==> config.mk <==
export PLATFORM = sky130hd
export DESIGN_NAME = fwd_ctrl_unit
export DESIGN_NICKNAME = d
export VERILOG_FILES = /design/src/rtl/fwd_ctrl_unit_pkg.sv /design/src/rtl/fwd_ctrl_unit_cmp.sv /design/src/rtl/fwd_ctrl_unit.sv
export SDC_FILE = /design/constraint.sdc
export NUM_CORES = 1
export LEC_CHECK = 0
export BUFFER_PORTS_ARGS = -buffer_cell sky130_fd_sc_hd__buf_2
export CAP_MARGIN = 10
export CELL_PAD_IN_SITES_DETAIL_PLACEMENT = 1
export CELL_PAD_IN_SITES_GLOBAL_PLACEMENT = 1
export CORE_UTILIZATION = 41
export CTS_CLUSTER_DIAMETER = 40
export DETAILED_ROUTE_END_ITERATION = 10
export MAX_ROUTING_LAYER = met4
export PLACE_DENSITY = 0.9
export SETUP_SLACK_MARGIN = 0.2
export SYNTH_ARGS = -nofsm -noshare
export SYNTH_HDL_FRONTEND = slang
export SYNTH_SLANG_ARGS = --single-unit
==> constraint.sdc <==
create_clock -name clk -period 2 [get_ports clk]
set_input_delay 0.1 -clock clk [delete_from_list [all_inputs] [get_ports clk]]
set_output_delay 0.1 -clock clk [all_outputs]
set_load 0.01 [all_outputs]
==> src/rtl/fwd_ctrl_unit_pkg.sv <==
// Shared pipeline definitions for the forwarding/hazard control unit:
// register index width, forward-select encodings and the destination slot record.
package fwd_ctrl_unit_pkg;

    localparam int REG_W = 3;
    localparam int CNT_W = 16;

    typedef logic [REG_W-1:0] reg_idx_t;

    typedef enum logic [1:0] {
        SEL_RF  = 2'b00,
        SEL_MEM = 2'b01,
        SEL_WB  = 2'b10
    } fwd_sel_e;

    typedef struct packed {
        logic     wr_en;
        reg_idx_t wr_reg;
        logic     is_load;
    } slot_t;

    localparam slot_t SLOT_BUBBLE = '{wr_en: 1'b0, wr_reg: '0, is_load: 1'b0};

    // True when the slot will write register r; r0 is hardwired and never a producer.
    function automatic logic slot_writes(input slot_t s, input reg_idx_t r);
        return s.wr_en && (s.wr_reg == r) && (r != '0);
    endfunction

endpackage

==> src/rtl/fwd_ctrl_unit_cmp.sv <==
// Per-operand forward select: picks MEM, then WB, then the register file.
module fwd_cmp
    import fwd_ctrl_unit_pkg::*;
(
    input  reg_idx_t    reg_i,
    input  slot_t       mem_i,
    input  slot_t       wb_i,
    output logic [1:0]  sel_o
);

    // A load in MEM has no data yet; its consumer was already held back by a stall.
    always_comb begin
        sel_o = SEL_RF;
        if (slot_writes(mem_i, reg_i) && !mem_i.is_load) begin
            sel_o = SEL_MEM;
        end else if (slot_writes(wb_i, reg_i)) begin
            sel_o = SEL_WB;
        end
    end

endmodule

==> src/rtl/fwd_ctrl_unit.sv <==
// Forwarding and load-use hazard control: tracks the ex/mem/wb destination
// slots, raises a one-cycle stall on load-use, and counts stall cycles.
module fwd_ctrl_unit
    import fwd_ctrl_unit_pkg::*;
(
    input  logic             clk,
    input  logic             rst_n,
    input  logic [REG_W-1:0] id_rs,
    input  logic [REG_W-1:0] id_rt,
    input  logic             id_wr_en,
    input  logic [REG_W-1:0] id_wr_reg,
    input  logic             id_is_load,
    input  logic [REG_W-1:0] exe_fwd_reg,
    input  logic             flush,
    output logic [1:0]       fwd_a_sel,
    output logic [1:0]       fwd_b_sel,
    output logic [1:0]       fwd_c_sel,
    output logic             stall,
    output logic [CNT_W-1:0] stall_cnt
);

    slot_t              ex_q, ex_d;
    slot_t              mem_q;
    slot_t              wb_q;
    reg_idx_t           ex_rs_q, ex_rs_d;
    reg_idx_t           ex_rt_q, ex_rt_d;
    logic [CNT_W-1:0]   stall_cnt_q, stall_cnt_d;
    logic               load_use;

    always_comb begin
        load_use = ex_q.is_load && ex_q.wr_en && (ex_q.wr_reg != '0) &&
                   ((ex_q.wr_reg == id_rs) || (ex_q.wr_reg == id_rt));
    end

    // A killed ID instruction never needs to wait, so flush masks the stall.
    assign stall = load_use && !flush;

    always_comb begin
        ex_d    = '{wr_en: id_wr_en, wr_reg: id_wr_reg, is_load: id_is_load};
        ex_rs_d = id_rs;
        ex_rt_d = id_rt;
        if (stall || flush) begin
            ex_d    = SLOT_BUBBLE;
            ex_rs_d = '0;
            ex_rt_d = '0;
        end
    end

    always_comb begin
        stall_cnt_d = stall_cnt_q;
        if (stall && (stall_cnt_q != '1)) begin
            stall_cnt_d = stall_cnt_q + CNT_W'(1);
        end
    end

    always_ff @(posedge clk or negedge rst_n) begin
        if (!rst_n) begin
            ex_q        <= SLOT_BUBBLE;
            mem_q       <= SLOT_BUBBLE;
            wb_q        <= SLOT_BUBBLE;
            ex_rs_q     <= '0;
            ex_rt_q     <= '0;
            stall_cnt_q <= '0;
        end else begin
            ex_q        <= ex_d;
            mem_q       <= ex_q;
            wb_q        <= mem_q;
            ex_rs_q     <= ex_rs_d;
            ex_rt_q     <= ex_rt_d;
            stall_cnt_q <= stall_cnt_d;
        end
    end

    assign stall_cnt = stall_cnt_q;

    fwd_cmp u_cmp_a (
        .reg_i (ex_rs_q),
        .mem_i (mem_q),
        .wb_i  (wb_q),
        .sel_o (fwd_a_sel)
    );

    fwd_cmp u_cmp_b (
        .reg_i (ex_rt_q),
        .mem_i (mem_q),
        .wb_i  (wb_q),
        .sel_o (fwd_b_sel)
    );

    fwd_cmp u_cmp_c (
        .reg_i (exe_fwd_reg),
        .mem_i (mem_q),
        .wb_i  (wb_q),
        .sel_o (fwd_c_sel)
    );

endmodule

==> summary.txt <==
Status - complete, no violations
Remaining antenna violation count - 0
Post-synth EDFFs - 0
Crit share post-route - 0.985
Max Freq - 0.507 GHz
Clk Latency, worst-skew pair - 0.30 ns
RSZ-0062 raised after global routing - true
Clk_skew - 0.00766 ns
Detailed Route WL - 6260 µm
IR drop worst, VDD - 0.000455 V
Count of final hold-check violations - 0
CP max-delay cell - dfrtp_2
Slew HR - 0.452
Hold Path End - ex_q[4]
Worst-path fanout max - 5
Clock transition at path regs - 0.07 ns
Via Count - 1,545
Die height - 67.9 µm
IO Count - 40
P per Cell Area - 610 nW/µm²
CP Capture Type - flop
Critical path class - reg2reg
Drc violations - 0
Number of inserted diodes - 0
Leakage - 1.24 nW
CP max stage delay - 0.49 ns
TritonCTS clock tree - done
Vias in the first global route - 1,508
Vias/cell - 5.52
Most frequent cells in the layout - buf_2 (38), dfrtp_1 (31), buf_4 (17), xor2_1 (15), nor2_1 (11)
Post-Place Cells - 253
Syn-to-layout area delta - 47.6%
Max Cap Viol - 0
Post-synth ARST share - 1.00
Share of layout cells above drive strength 1 - 0.496
Syn nets - 182
Yosys reg bits - 36
Global route overflow - 0
Total negative setup slack - 0 ns
Worst R2R Start - ex_q[1]
Min-Delay Path Depth - 2
Post-Synthesis Cells - 164
Main flop type after synthesis - dfrtp_1
Final Wtd Congestion - 0.820
Initial antenna violation count - 0
Final nets - 247
FP Rows - 23
Post-detail-place hpwl - 3130 µm
Hold_sp - id_wr_en
Final setup fails - 0
Drt wl/cell - 22.4 µm
Data arrival, critical path - 2.16 ns
Initial DRC Count - 59
Reg-to-reg endpoint - stall_cnt[12]
Hold crit path type - in2reg
Mapped cell area - 1780 µm²
# H-tree levels - 2
CP cell instances - xnor2_2 > nand3_2 > a211o_4 > nor4_4 > mux2_4
GRT Total Usage - 0.255
Largest net degree at the start of global routing - 37
Die width - 67.9 µm
Syn_area_per_cell - 10.9 µm²
DRT Pass-1 Iters - 4
Die area - 4620 µm²
Yosys warns - 0
Reg2reg path depth - 5
Inserted Clock Buffers - 5
Post-synthesis sequential area ratio - 0.505
Post-layout min period - 1.97 ns
Clk buf depth - 2
Fill count - 423
CTS root buf - clkbuf_8
Std-Cell Core Area - 4090 µm²
Starting density of the core - 0.436
Count of different cell masters after synthesis - 31
CTS sink cnt - 36
I/O Buffers - 39
Finished Layout Cells - 280
Startpoint types - flop
Commonest non-fill, non-tap cell in the layout - buf_2
Max-slew violations - 0
Worst path required time - 2.19 ns
Reg2Reg Setup Slack - 0.03 ns
Tightest Pin Transition - 0.821 ns
First-pass GRT wire length - 7950 µm
## power breakdown
group | switching, W | total [W] | internal [W]
Clock | 0.000267 | 0.000548 | 0.000281
Combinational | 0.000119 | 0.000234 | 0.000115
Sequential | 0.0000584 | 0.000825 | 0.000766
## worst max-delay path: cells and delay by family (launching register included)
kind             cells  cell delay, ns
AND/OR/NAND/NOR      2            0.45
multiplexers         1            0.34
AO/OA/AOI/OAI        1            0.40
flip-flops           1            0.49
XOR/XNOR             1            0.18
## cell families (layout without fill, tap and decap cells)
logic type | after synthesis | after routing | synth area share
multiplexers | 4 | 4 | 0.0253
XOR/XNOR | 30 | 30 | 0.147
AND/OR/NAND/NOR | 73 | 73 | 0.248
AO/OA/AOI/OAI | 11 | 12 | 0.0414
buffers and inverters | 9 | 74 | 0.0260
flip-flops | 36 | 36 | 0.505
adder cells (fa/ha/maj) | 1 | 1 | 0.00702
## metal layers
layer | track usage | part of all wire
met5 | - | 0
met4 | 0.107 | 0.023
met3 | 0.0483 | 0.038
met2 | 0.431 | 0.51
met1 | 0.295 | 0.43
## worst max-delay path by stage
stage / from / end / slack (ns) / cells after the start
floorplan: ex_q[1] / stall_cnt[15] / 0.21 / 5
global placement: ex_q[1] / stall_cnt[15] / 0.12 / 5
detailed placement: ex_q[1] / stall_cnt[15] / -0.005 / 5
CTS: ex_q[1] / stall / 0.11 / 6
global route: ex_q[2] / stall_cnt[12] / -0.05 / 5
finish: ex_q[1] / stall_cnt[12] / 0.03 / 5
## registers in the layout, summed over array words and instances (netlist names)
name and count:
stall_cnt 16, ex_q 5, mem_q 5, wb_q 4
ex_rs_q 3, ex_rt_q 3
## what timing repair did
action / CTS / global route
pin swaps: 11 / 22
gates resized for setup: 21 / 42
gates cloned: 1 / 0
hold endpoints to repair: 36 / 0
hold buffers: 1 / 0
setup buffers: 6 / 11
setup endpoints to repair: 18 / 25
## cell usage after synthesis, drive strengths merged, types with 3 or more instances
library cell | count | area [µm²]
a21oi | 5 | 25.0
and2 | 11 | 68.8
and3 | 3 | 18.8
buf | 3 | 23.8
dfrtp | 36 | 901
inv | 4 | 15.0
mux2 | 4 | 45.0
nand2 | 7 | 26.3
nand3 | 11 | 55.1
nand4 | 3 | 33.8
nor2 | 13 | 48.8
nor3 | 9 | 45.0
nor4 | 10 | 93.8
o21ai | 3 | 15.0
xnor2 | 15 | 131
xor2 | 15 | 131
## area by class of cell
class                      instances  area, µm²  area share
clock buffer                       8       90.1      0.0342
timing repair buffer              62        404       0.154
sequential                        36        907       0.345
multi-input combinational        120       1150       0.438
inverter                           4       15.0     0.00570
tap                               50       62.6      0.0238
## metrics by stage
step                hold slack (ns)  setup WS, ns   util  area [µm²]  total power, W
floorplan                    -0.196         0.206      -        1780        0.000905
global placement              0.212         0.122  0.501        2050        0.000978
detailed placement            0.231      -0.00468  0.501        2050        0.000991
CTS                          0.0129         0.112  0.570        2330         0.00153
global route                 0.0142       -0.0497  0.644        2630         0.00166
finish                      0.00857        0.0291  0.644        2630         0.00161
Power figures use the tool's default switching activity.
